===== src/rtl/serial_cmd_encoder.sv =====
`default_nettype none
// ============================================================================
// Module   : serial_cmd_encoder
// Purpose  : Builds a serial command frame from up to MAX_CMD_PAYLOAD_BYTES
//            latched payload registers and pushes it byte by byte into a TX
//            FIFO. Frame: SOF SOF SPACE LEN payload[0..N-1] [CSUM] EOF EOF.
//            Transmit-side counterpart of serial_cmd_decoder.
// Ports    : clk                    system clock
//            rst                    asynchronous reset, active low
//            cmd_send               frame request, acted on at its rising edge
//            cmd_payload_len[7:0]   payload byte count N
//            cmd_payload_r0..r7     payload bytes, r0 sent first
//            cmd_sent_received      acknowledge, clears cmd_sent
//            fifo_full              TX FIFO backpressure
//            fifo_push              one-cycle push strobe
//            fifo_data[7:0]         byte presented with fifo_push
//            cmd_sent               frame finished (success or reject)
//            cmd_encode_success     valid while cmd_sent = 1
//            cmd_bytes_sent[7:0]    bytes pushed for the last frame
//            busy                   acceptance until cmd_sent rises
// Options  : define SERIAL_CMD_ENCODER_CHECKSUM_EN to insert a CSUM byte
//            (XOR of LEN and all payload bytes) between payload and EOF.
// Revision : 1.0  initial release
// ============================================================================
module serial_cmd_encoder #(
  parameter int unsigned MAX_CMD_PAYLOAD_BYTES = 8,
  parameter logic [7:0]  SOF_BYTE              = 8'hFF,
  parameter logic [7:0]  SPACE_BYTE            = 8'h00,
  parameter logic [7:0]  EOF_BYTE              = 8'hEE
) (
  input  logic       clk,
  input  logic       rst,
  input  logic       cmd_send,
  input  logic [7:0] cmd_payload_len,
  input  logic [7:0] cmd_payload_r0,
  input  logic [7:0] cmd_payload_r1,
  input  logic [7:0] cmd_payload_r2,
  input  logic [7:0] cmd_payload_r3,
  input  logic [7:0] cmd_payload_r4,
  input  logic [7:0] cmd_payload_r5,
  input  logic [7:0] cmd_payload_r6,
  input  logic [7:0] cmd_payload_r7,
  input  logic       cmd_sent_received,
  input  logic       fifo_full,
  output logic       fifo_push,
  output logic [7:0] fifo_data,
  output logic       cmd_sent,
  output logic       cmd_encode_success,
  output logic [7:0] cmd_bytes_sent,
  output logic       busy
);

  localparam logic [7:0] MAX_LEN = 8'(MAX_CMD_PAYLOAD_BYTES);

`ifdef SERIAL_CMD_ENCODER_CHECKSUM_EN
  typedef enum logic [3:0] {
    S_IDLE, S_SOF1, S_SOF2, S_SPACE, S_LEN, S_PAYLOAD, S_CSUM, S_EOF1, S_EOF2, S_DONE
  } state_t;
`else
  typedef enum logic [3:0] {
    S_IDLE, S_SOF1, S_SOF2, S_SPACE, S_LEN, S_PAYLOAD, S_EOF1, S_EOF2, S_DONE
  } state_t;
`endif

  state_t     state, state_n;
  logic       send_hist;
  logic [7:0] len_q, len_n;
  logic [7:0] pay_q [0:7];
  logic [7:0] pay_n [0:7];
  logic [2:0] idx, idx_n;
  logic       push_n;
  logic [7:0] data_n;
  logic       sent_n;
  logic       succ_n;
  logic [7:0] bytes_n;
  logic       busy_n;
`ifdef SERIAL_CMD_ENCODER_CHECKSUM_EN
  logic [7:0] csum, csum_n;
`endif

  // Emit-state helpers: which byte this state wants to push and where it
  // goes once the FIFO takes it.
  logic       emit_en;
  logic [7:0] emit_byte;
  state_t     adv_state;
  logic       send_rise;
  logic       len_bad;
  logic       last_payload;

  assign send_rise    = cmd_send & ~send_hist;
  assign len_bad      = (cmd_payload_len == 8'd0) || (cmd_payload_len > MAX_LEN);
  assign last_payload = ({5'd0, idx} == (len_q - 8'd1));

  always_ff @(posedge clk or negedge rst) begin
    if (!rst) begin
      state              <= S_IDLE;
      send_hist          <= 1'b0;
      len_q              <= 8'd0;
      pay_q              <= '{default: 8'h00};
      idx                <= 3'd0;
      fifo_push          <= 1'b0;
      fifo_data          <= 8'h00;
      cmd_sent           <= 1'b0;
      cmd_encode_success <= 1'b0;
      cmd_bytes_sent     <= 8'd0;
      busy               <= 1'b0;
`ifdef SERIAL_CMD_ENCODER_CHECKSUM_EN
      csum               <= 8'h00;
`endif
    end else begin
      state              <= state_n;
      send_hist          <= cmd_send;
      len_q              <= len_n;
      pay_q              <= pay_n;
      idx                <= idx_n;
      fifo_push          <= push_n;
      fifo_data          <= data_n;
      cmd_sent           <= sent_n;
      cmd_encode_success <= succ_n;
      cmd_bytes_sent     <= bytes_n;
      busy               <= busy_n;
`ifdef SERIAL_CMD_ENCODER_CHECKSUM_EN
      csum               <= csum_n;
`endif
    end
  end

  always_comb begin
    state_n   = state;
    len_n     = len_q;
    pay_n     = pay_q;
    idx_n     = idx;
    push_n    = 1'b0;
    data_n    = fifo_data;
    sent_n    = cmd_sent;
    succ_n    = cmd_encode_success;
    bytes_n   = cmd_bytes_sent;
    busy_n    = busy;
    emit_en   = 1'b0;
    emit_byte = 8'h00;
    adv_state = state;
`ifdef SERIAL_CMD_ENCODER_CHECKSUM_EN
    csum_n    = csum;
`endif

    case (state)
      S_IDLE: begin
        if (send_rise && !cmd_sent) begin
          len_n    = cmd_payload_len;
          pay_n[0] = cmd_payload_r0;
          pay_n[1] = cmd_payload_r1;
          pay_n[2] = cmd_payload_r2;
          pay_n[3] = cmd_payload_r3;
          pay_n[4] = cmd_payload_r4;
          pay_n[5] = cmd_payload_r5;
          pay_n[6] = cmd_payload_r6;
          pay_n[7] = cmd_payload_r7;
          idx_n    = 3'd0;
          busy_n   = 1'b1;
          bytes_n  = 8'd0;
`ifdef SERIAL_CMD_ENCODER_CHECKSUM_EN
          csum_n   = cmd_payload_len;
`endif
          state_n  = len_bad ? S_DONE : S_SOF1;
        end
      end
      S_SOF1: begin
        emit_en   = 1'b1;
        emit_byte = SOF_BYTE;
        adv_state = S_SOF2;
      end
      S_SOF2: begin
        emit_en   = 1'b1;
        emit_byte = SOF_BYTE;
        adv_state = S_SPACE;
      end
      S_SPACE: begin
        emit_en   = 1'b1;
        emit_byte = SPACE_BYTE;
        adv_state = S_LEN;
      end
      S_LEN: begin
        emit_en   = 1'b1;
        emit_byte = len_q;
        adv_state = S_PAYLOAD;
      end
      S_PAYLOAD: begin
        emit_en   = 1'b1;
        emit_byte = pay_q[idx];
`ifdef SERIAL_CMD_ENCODER_CHECKSUM_EN
        adv_state = last_payload ? S_CSUM : S_PAYLOAD;
`else
        adv_state = last_payload ? S_EOF1 : S_PAYLOAD;
`endif
      end
`ifdef SERIAL_CMD_ENCODER_CHECKSUM_EN
      S_CSUM: begin
        emit_en   = 1'b1;
        emit_byte = csum;
        adv_state = S_EOF1;
      end
`endif
      S_EOF1: begin
        emit_en   = 1'b1;
        emit_byte = EOF_BYTE;
        adv_state = S_EOF2;
      end
      S_EOF2: begin
        emit_en   = 1'b1;
        emit_byte = EOF_BYTE;
        adv_state = S_DONE;
      end
      S_DONE: begin
        if (!cmd_sent) begin
          // A rejected frame never pushes anything, so a non-zero byte
          // count is exactly the "valid frame" condition.
          sent_n = 1'b1;
          busy_n = 1'b0;
          succ_n = (cmd_bytes_sent != 8'd0);
        end else if (cmd_sent_received) begin
          sent_n  = 1'b0;
          succ_n  = 1'b0;
          state_n = S_IDLE;
        end
      end
      default: state_n = S_IDLE;
    endcase

    // Common emit rule: push only when the FIFO has room, otherwise hold
    // both the state and the last presented byte.
    if (emit_en && !fifo_full) begin
      push_n  = 1'b1;
      data_n  = emit_byte;
      bytes_n = cmd_bytes_sent + 8'd1;
      state_n = adv_state;
      if (state == S_PAYLOAD) begin
        idx_n = idx + 3'd1;
`ifdef SERIAL_CMD_ENCODER_CHECKSUM_EN
        csum_n = csum ^ pay_q[idx];
`endif
      end
    end
  end

endmodule
`default_nettype wire


===== config.mk =====
export PLATFORM = sky130hd
export DESIGN_NAME = serial_cmd_encoder
export DESIGN_NICKNAME = d
export VERILOG_FILES = /design/src/rtl/serial_cmd_encoder.sv
export SDC_FILE = /design/constraint.sdc
export NUM_CORES = 1
export LEC_CHECK = 0
export BUFFER_PORTS_ARGS = -buffer_cell sky130_fd_sc_hd__clkbuf_2
export CORE_MARGIN = 5
export CORE_UTILIZATION = 59
export DETAILED_ROUTE_END_ITERATION = 8
export PLACE_DENSITY = 0.89
export SLEW_MARGIN = 0
export SYNTH_ARGS = -nofsm -noshare
export SYNTH_HDL_FRONTEND = slang
export SYNTH_SLANG_ARGS = --single-unit

===== constraint.sdc =====
create_clock -name clk -period 3.1 [get_ports clk]
set_input_delay 0 -clock clk [delete_from_list [all_inputs] [get_ports clk]]
set_output_delay 0 -clock clk [all_outputs]
set_load 0.05 [all_outputs]

==> qor.yml, run 1 <==
critical_path:
  regToRegStartpoint: "state[1]"
  crit_type: "reg -> reg"
  r2r_cells: 6
  cp_num_buf_inv: 1
  cp_top_family: "simple AND/OR/NAND/NOR gates"
  slowest_delay_ps: 610
  reg2reg_to: "cmd_bytes_sent[6]"
  critPathMaxFanout: 20
  crit_arrival_ps: 2680
  worstSetupStartpointType: "register"
  cp_slowest_cell: "dfrtp_1"
  critPathRequiredTime_ps: 3370
  crit_path_end_kind: "register"
  reg2reg_slack_ps: 690
  crit_path_cell_trace: "or3_1 -> nand2_1 -> inv_1 -> nand4_1 -> or2_2 -> mux2i_1"
placement:
  dp_slack_ps: 756
  dp_hpwl_um: 7370
  place.port_buffers: 96
  gp_congestion: 0.880
layout:
  area_delta_synth_final_pct: 32.4
  layout-drive-gt1-share_pct: 40.1
  final_util_pct: 80.6
  antenna_cells: 0
  nets: 614
clocking:
  cts.sinks: 100
  post_cts_buffers: 0
  path_clk_slew_ps: 100
  cts-root-buf: "clkbuf_8"
  htreeDepth: 3
  numCtsBuffers: 9
  cts_buffer_depth: 2
  cts_tree: "built"
  clock_latency_ps: 380
power:
  power_switching_uw: 1830
  p_leak_uw: 0.00272
  pwr_density_cell_nw_per_um2: 798
  vdd_drop_max_mv: 0.438
  p_int_uw: 3160
  p_clk_share_pct: 17.6
  combPwrFrac_pct: 35.4
  pwr-share-seq_pct: 47.0
  switching_share_pct: 36.7
yosys:
  yosysSeqAreaShare_pct: 52.9
  async_flop_share_pct: 100
  synth_flop_cell: "dfrtp_1"
  ys_ff_latch: 100
  synth.net_count: 446
  synth_area_um2: 4730
  syn_inst: 365
  synth_area_leaders: "dfrtp_1 53%, mux2_2 19%, mux4_2 7.6%"
  synth_top_area_share_pct: 52.9
  synth-edff-count: 0
  synth_area_leader_cell: "dfrtp_1"
  synth_area_per_cell_um2: 13.0
  ys_types: 42
  ys_warn_count: 0
sta:
  finalCritPeriodShare_pct: 77.8
  timing.slew.headroom_pct: 22.1
  setup_tns_ps: 0
  setup_viol: 0
  fin_worst_hold_slack_ps: 79.0
  slew_viol_final: 0
  worst_pin_slew_ps: 1150
  max_freq_ghz: 0.414
  clock_skew_ps: 18.4
  finalHoldViolCount: 0
  rsz0062_at_grt: "no"
  post-route-min-period_ps: 2410
  setup_ws_ps: 687
job:
  cap_violations: 0
grt:
  grt_usage_pct: 28.6
  grt-ovfl-total: 0
  grt_pass1_wl_um: 21500
  grt_pass1_vias: 4041
  antenna_found_initial: 0
  grt_max_degree: 88
floorplanning:
  initial_core_util_pct: 60.9
  io_pins: 97
  die_w_um: 99.5
  coreArea_um2: 7770
  rows: 32
  die_h_um: 99.5
  die-area_um2: 9900
min_path:
  hp-start: "fifo_full"
  hold_path_depth: 4
  hold_end: "state[0]"
  holdCritPathClass: "in -> reg"
routing:
  drc: 0
  drt-total-wl_um: 13400
  viasPerCell: 5.96
  vias: 3817
  drt-initial-drc-count: 249
  drt-wirelength-per-cell_um: 21.0
  ant_nets: 0
  first_pass_iters: 5
run_status:
  status: "finished, final reports clean"
[final cells by class]
| cell class | instances | area [µm²] |
|---|---|---|
| Clock buffer | 11 | 141 |
| Fill cell | 425 | 1510 |
| Sequential cell | 100 | 2500 |
| Inverter | 5 | 18.8 |
| Clock inverter | 5 | 58.8 |
| Multi-Input combinational cell | 239 | 2110 |
| Tap cell | 102 | 128 |
| Timing Repair Buffer | 178 | 1300 |
[sequential cells by signal (all words and copies together) (netlist names), 3 cells and up]
| register | count |
|---|---|
| cmd_bytes_sent | 8 |
| len_q | 8 |
| state | 4 |
| pay_q | 64 |
| idx | 3 |
| fifo_data | 8 |
[cell usage after synthesis (2+ instances only)]
master      n
a21oi_1     7
a31oi_1     7
buf_2      13
clkbuf_1    7
dfrtp_1   100
ha_1        4
inv_1       5
mux2_2     78
mux2i_1     5
mux4_2     16
nand2_1    27
nand2b_1    8
nand3_1     8
nand3b_1    2
nand4_1     2
nor2_1     19
nor3_1      5
nor4_1      4
nor4b_1     2
o21ai_0    16
o22a_1      2
o31ai_1     4
o32a_1      2
or3_1       2
xor2_1      3
[per-stage QoR]
stage | power (µW) | cells | area (µm²)
detailed placement | 3910 | 549 | 5310
global route | 5200 | 640 | 6260
CTS | 4830 | 640 | 6260
global placement | 3800 | 549 | 5310
finish | 4990 | 640 | 6260
floorplan | 3440 | 365 | 4730
[kinds of logic (layout without fill, tap and decap cells)]
kind of cell,after synthesis,count (layout),synth area share (%)
buffers and inverters,26,199,2.41
AOI/OAI and AO/OA,46,46,6.27
and+or+nand+nor,86,86,9.32
muxes,99,99,27.3
xor gates and xnor gates,4,4,0.741
DFF,100,100,52.9
adders and majority gates,4,4,1.06
[per-layer routing]
layer | vias up | GRT usage [%] | wire [µm]
met5 | - | 0 | 0
met4 | 0 | 14.2 | 592
met3 | 43 | 5.68 | 1010
met2 | 240 | 48.9 | 6890
met1 | 1854 | 34.5 | 4940
li1 | 1680 | - | -
[layout by cell type, fill, tap and decap left out, types with 5 or more instances in the layout]
master	netlist	final
dfrtp_1	100	100
clkbuf_2	0	95
mux2_2	78	78
dlygate4sd3_1	0	75
nand2_1	27	27
nor2_1	19	19
o21ai_0	16	16
mux4_2	16	16
clkbuf_8	0	10
nand2b_1	8	8
nand3_1	8	8
a21oi_1	7	7
a31oi_1	7	7
buf_4	0	7
inv_1	5	5
nor3_1	5	5
mux2i_1	5	5
[worst register-to-register path, cell delays in order (launching register included)]
cell and delay [ps]:
dfrtp_1 610, or3_1 340, nand2_1 220, inv_1 510, nand4_1 190, or2_2 330
mux2i_1 120
[how the worst max path moves through the flow]
| stage | from | endpoint | cells after the start |
|---|---|---|---|
| floorplan | state[1] | len_q[2] | 5 |
| global placement | state[1] | cmd_bytes_sent[6] | 6 |
| detailed placement | state[1] | cmd_bytes_sent[6] | 6 |
| CTS | state[1] | cmd_bytes_sent[6] | 6 |
| global route | state[1] | cmd_bytes_sent[6] | 6 |
| finish | state[1] | cmd_bytes_sent[6] | 6 |
[what timing repair did]
item,CTS,global route
hold buffers,75,0
hold endpoints to repair,160,0
resized for setup,0,0
[power by group through the flow]
stage | Sequential (µW) | Combinational, µW | Clock (µW)
floorplan | 2420 | 1020 | 0
global placement | 2240 | 1550 | 0
detailed placement | 2290 | 1620 | 0
CTS | 2270 | 1700 | 865
global route | 2390 | 1890 | 927
finish | 2350 | 1770 | 877
No activity file was read; power rests on OpenSTA's default activity.
==> run 2, diff against run 1 <==
--- a/config.mk
+++ b/config.mk
@@ -7,9 +7,9 @@
 export LEC_CHECK = 0
 export BUFFER_PORTS_ARGS = -buffer_cell sky130_fd_sc_hd__clkbuf_2
 export CORE_MARGIN = 5
-export CORE_UTILIZATION = 59
+export CORE_UTILIZATION = 55
 export DETAILED_ROUTE_END_ITERATION = 8
-export PLACE_DENSITY = 0.89
+export PLACE_DENSITY = 0.84
 export SLEW_MARGIN = 0
 export SYNTH_ARGS = -nofsm -noshare
 export SYNTH_HDL_FRONTEND = slang
==> constraint.sdc (replaced) <==
create_clock -name clk -period 2.32 [get_ports clk]
set_input_delay 0 -clock clk [delete_from_list [all_inputs] [get_ports clk]]
set_output_delay 0 -clock clk [all_outputs]
set_load 0.05 [all_outputs]
==> run 2 against run 1 <==
  * Global-route usage shrank 3.5 points
  * First-iteration DRC count decreased by 2.4%
  * Clock skew shrank 6.6 ps
  * Final cell count increased by 1.1%
  * Clock power is 23% higher
  * Fmax rose by 13%
  * Largest cell class unchanged
  * Count of clock-buffer cells in the layout is 1 lower
  * Largest power group unchanged
==> qor.yml, run 2 (synthesis results as in run 1) <==
run_status:
  status: "finished, final reports clean"
clocking:
  cts-root-buf: "clkbuf_8"
  htreeDepth: 3
  clock_latency_ps: 370
  numCtsBuffers: 9
  path_clk_slew_ps: 100
  cts_resized: 0
  cts.sinks: 100
  cts_buffer_depth: 2
  cts_tree: "built"
  ctsHoldBuffers: 75
  post_cts_buffers: 0
sta:
  slew_viol_final: 0
  timing.slew.headroom_pct: 40.1
  finalCritPeriodShare_pct: 92.1
  max_freq_ghz: 0.468
  worst_pin_slew_ps: 899
  post-route-min-period_ps: 2140
  rsz0062_at_grt: "no"
  finalHoldViolCount: 0
  clock_skew_ps: 11.8
  setup_tns_ps: 0
  setup_viol: 0
placement:
  gp_congestion: 0.864
  placed_cells: 556
  dp_hpwl_um: 7480
  place.port_buffers: 96
floorplanning:
  die_h_um: 103
  die-area_um2: 10500
  io_pins: 97
  die_w_um: 103
  coreArea_um2: 8300
  rows: 33
  initial_core_util_pct: 57.0
layout:
  final_cells: 647
  antenna_cells: 0
  nets: 618
  layout_commonest_cell: "dfrtp_1"
  top_register: "pay_q"
  area_delta_synth_final_pct: 33.5
  layout-drive-gt1-share_pct: 40.8
  largest_register_ffs: 64
  layout_common_cells: "100 x dfrtp_1, 95 x clkbuf_2, 78 x mux2_2"
power:
  vdd_drop_max_mv: 0.661
  p_leak_uw: 0.00275
  total_power_uw: 6450
  pwr_density_cell_nw_per_um2: 1020
routing:
  first_pass_iters: 5
  drt-total-wl_um: 12300
  wl_met3_um: 893
  wl_met1_um: 4710
  vias: 3712
  ant_nets: 0
  dr_wl_met2_um: 6450
  highest_layer: "met4"
  drt-initial-drc-count: 243
  drt-wirelength-per-cell_um: 19.0
  viasPerCell: 5.74
  drc: 0
critical_path:
  reg2reg_to: "pay_q[40]"
  crit_path_cell_trace: "or3_1 -> nor4_4 -> buf_12 -> mux2_2"
  reg2reg_slack_ps: 180
  worstSetupStartpointType: "register"
  crit_type: "reg -> reg"
  regToRegStartpoint: "state[1]"
  slowest_delay_ps: 480
  r2r_cells: 4
  crit_path_end_kind: "register"
  cp_slowest_cell: "or3_1"
  critPathMaxFanout: 80
  critPathRequiredTime_ps: 2570
  crit_arrival_ps: 2390
grt:
  grt_pass1_wl_um: 20000
  grt_usage_pct: 25.1
  grt-ovfl-total: 0
  grt_max_degree: 81
  antenna_found_initial: 0
  grt_pass1_vias: 3911
min_path:
  hold_path_depth: 4
  hp-start: "fifo_full"
  hold_end: "state[0]"
  holdCritPathClass: "in -> reg"
job:
  cap_violations: 0
## run 2: changes by cell type in the layout (fill, tap and decap cells not counted)
cell / before / now
inv_6: 1 / 3
clkinv_4: 0 / 1
clkinvlp_4: 2 / 1
clkbuf_1: 1 / 0
bufinv_16: 1 / 0
inv_8: 0 / 1
buf_12: 1 / 3
clkinv_2: 1 / 0
buf_4: 7 / 9
## run 2: per-stage QoR
| stage | cell area (µm²) | utilization, % | hold WS [ps] | worst slack [ps] |
|---|---|---|---|---|
| after CTS | 6310 | 76.0 | 100 | 208 |
| after global placement | 5370 | 64.7 | 127 | 295 |
| after detailed placement | 5370 | 64.7 | 131 | 223 |
| final | 6310 | 76.0 | 123 | 183 |
| after global routing | 6310 | 76.0 | 143 | 28.9 |
| after floorplan | 4730 | - | -296 | 369 |
## run 2: worst max-delay path: cells and delay by family (launching register included)
family                 cells  cell delay [ps]
buffers and inverters      1              350
flip-flops                 1              390
multiplexers               1              420
AND/OR/NAND/NOR            2              780
## run 2: how the worst max path moves through the flow
stage / startpoint / to / slack (ps)
final: state[1] / pay_q[40] / 180
after detailed placement: state[1] / idx[2] / 220
after global placement: state[1] / cmd_bytes_sent[4] / 290
after CTS: state[1] / idx[2] / 210
after global routing: state[1] / idx[2] / 30
after floorplan: state[1] / len_q[2] / 370
## run 2: per-layer routing
| layer | up-vias | global-route usage [%] |
|---|---|---|
| li1 | 1693 | - |
| met1 | 1843 | 31.7 |
| met2 | 152 | 42.7 |
| met3 | 24 | 6.29 |
| met4 | 0 | 7.57 |
| met5 | - | 0 |
## run 2: where the power goes
group / internal, µW / leakage, µW / switching, µW
sequential: 2490 / 0.00121 / 546
clock: 440 / 0.0000958 / 635
combinational: 1210 / 0.00144 / 1130
## run 2: layout make-up
class,instances,area (µm²)
clock inverters,6,53.8
well taps,105,131
clock buffers,10,138
fillers,487,1990
inverters,5,18.8
multi-input cells,239,2110
flip-flops and latches,100,2500
repair buffers,182,1350
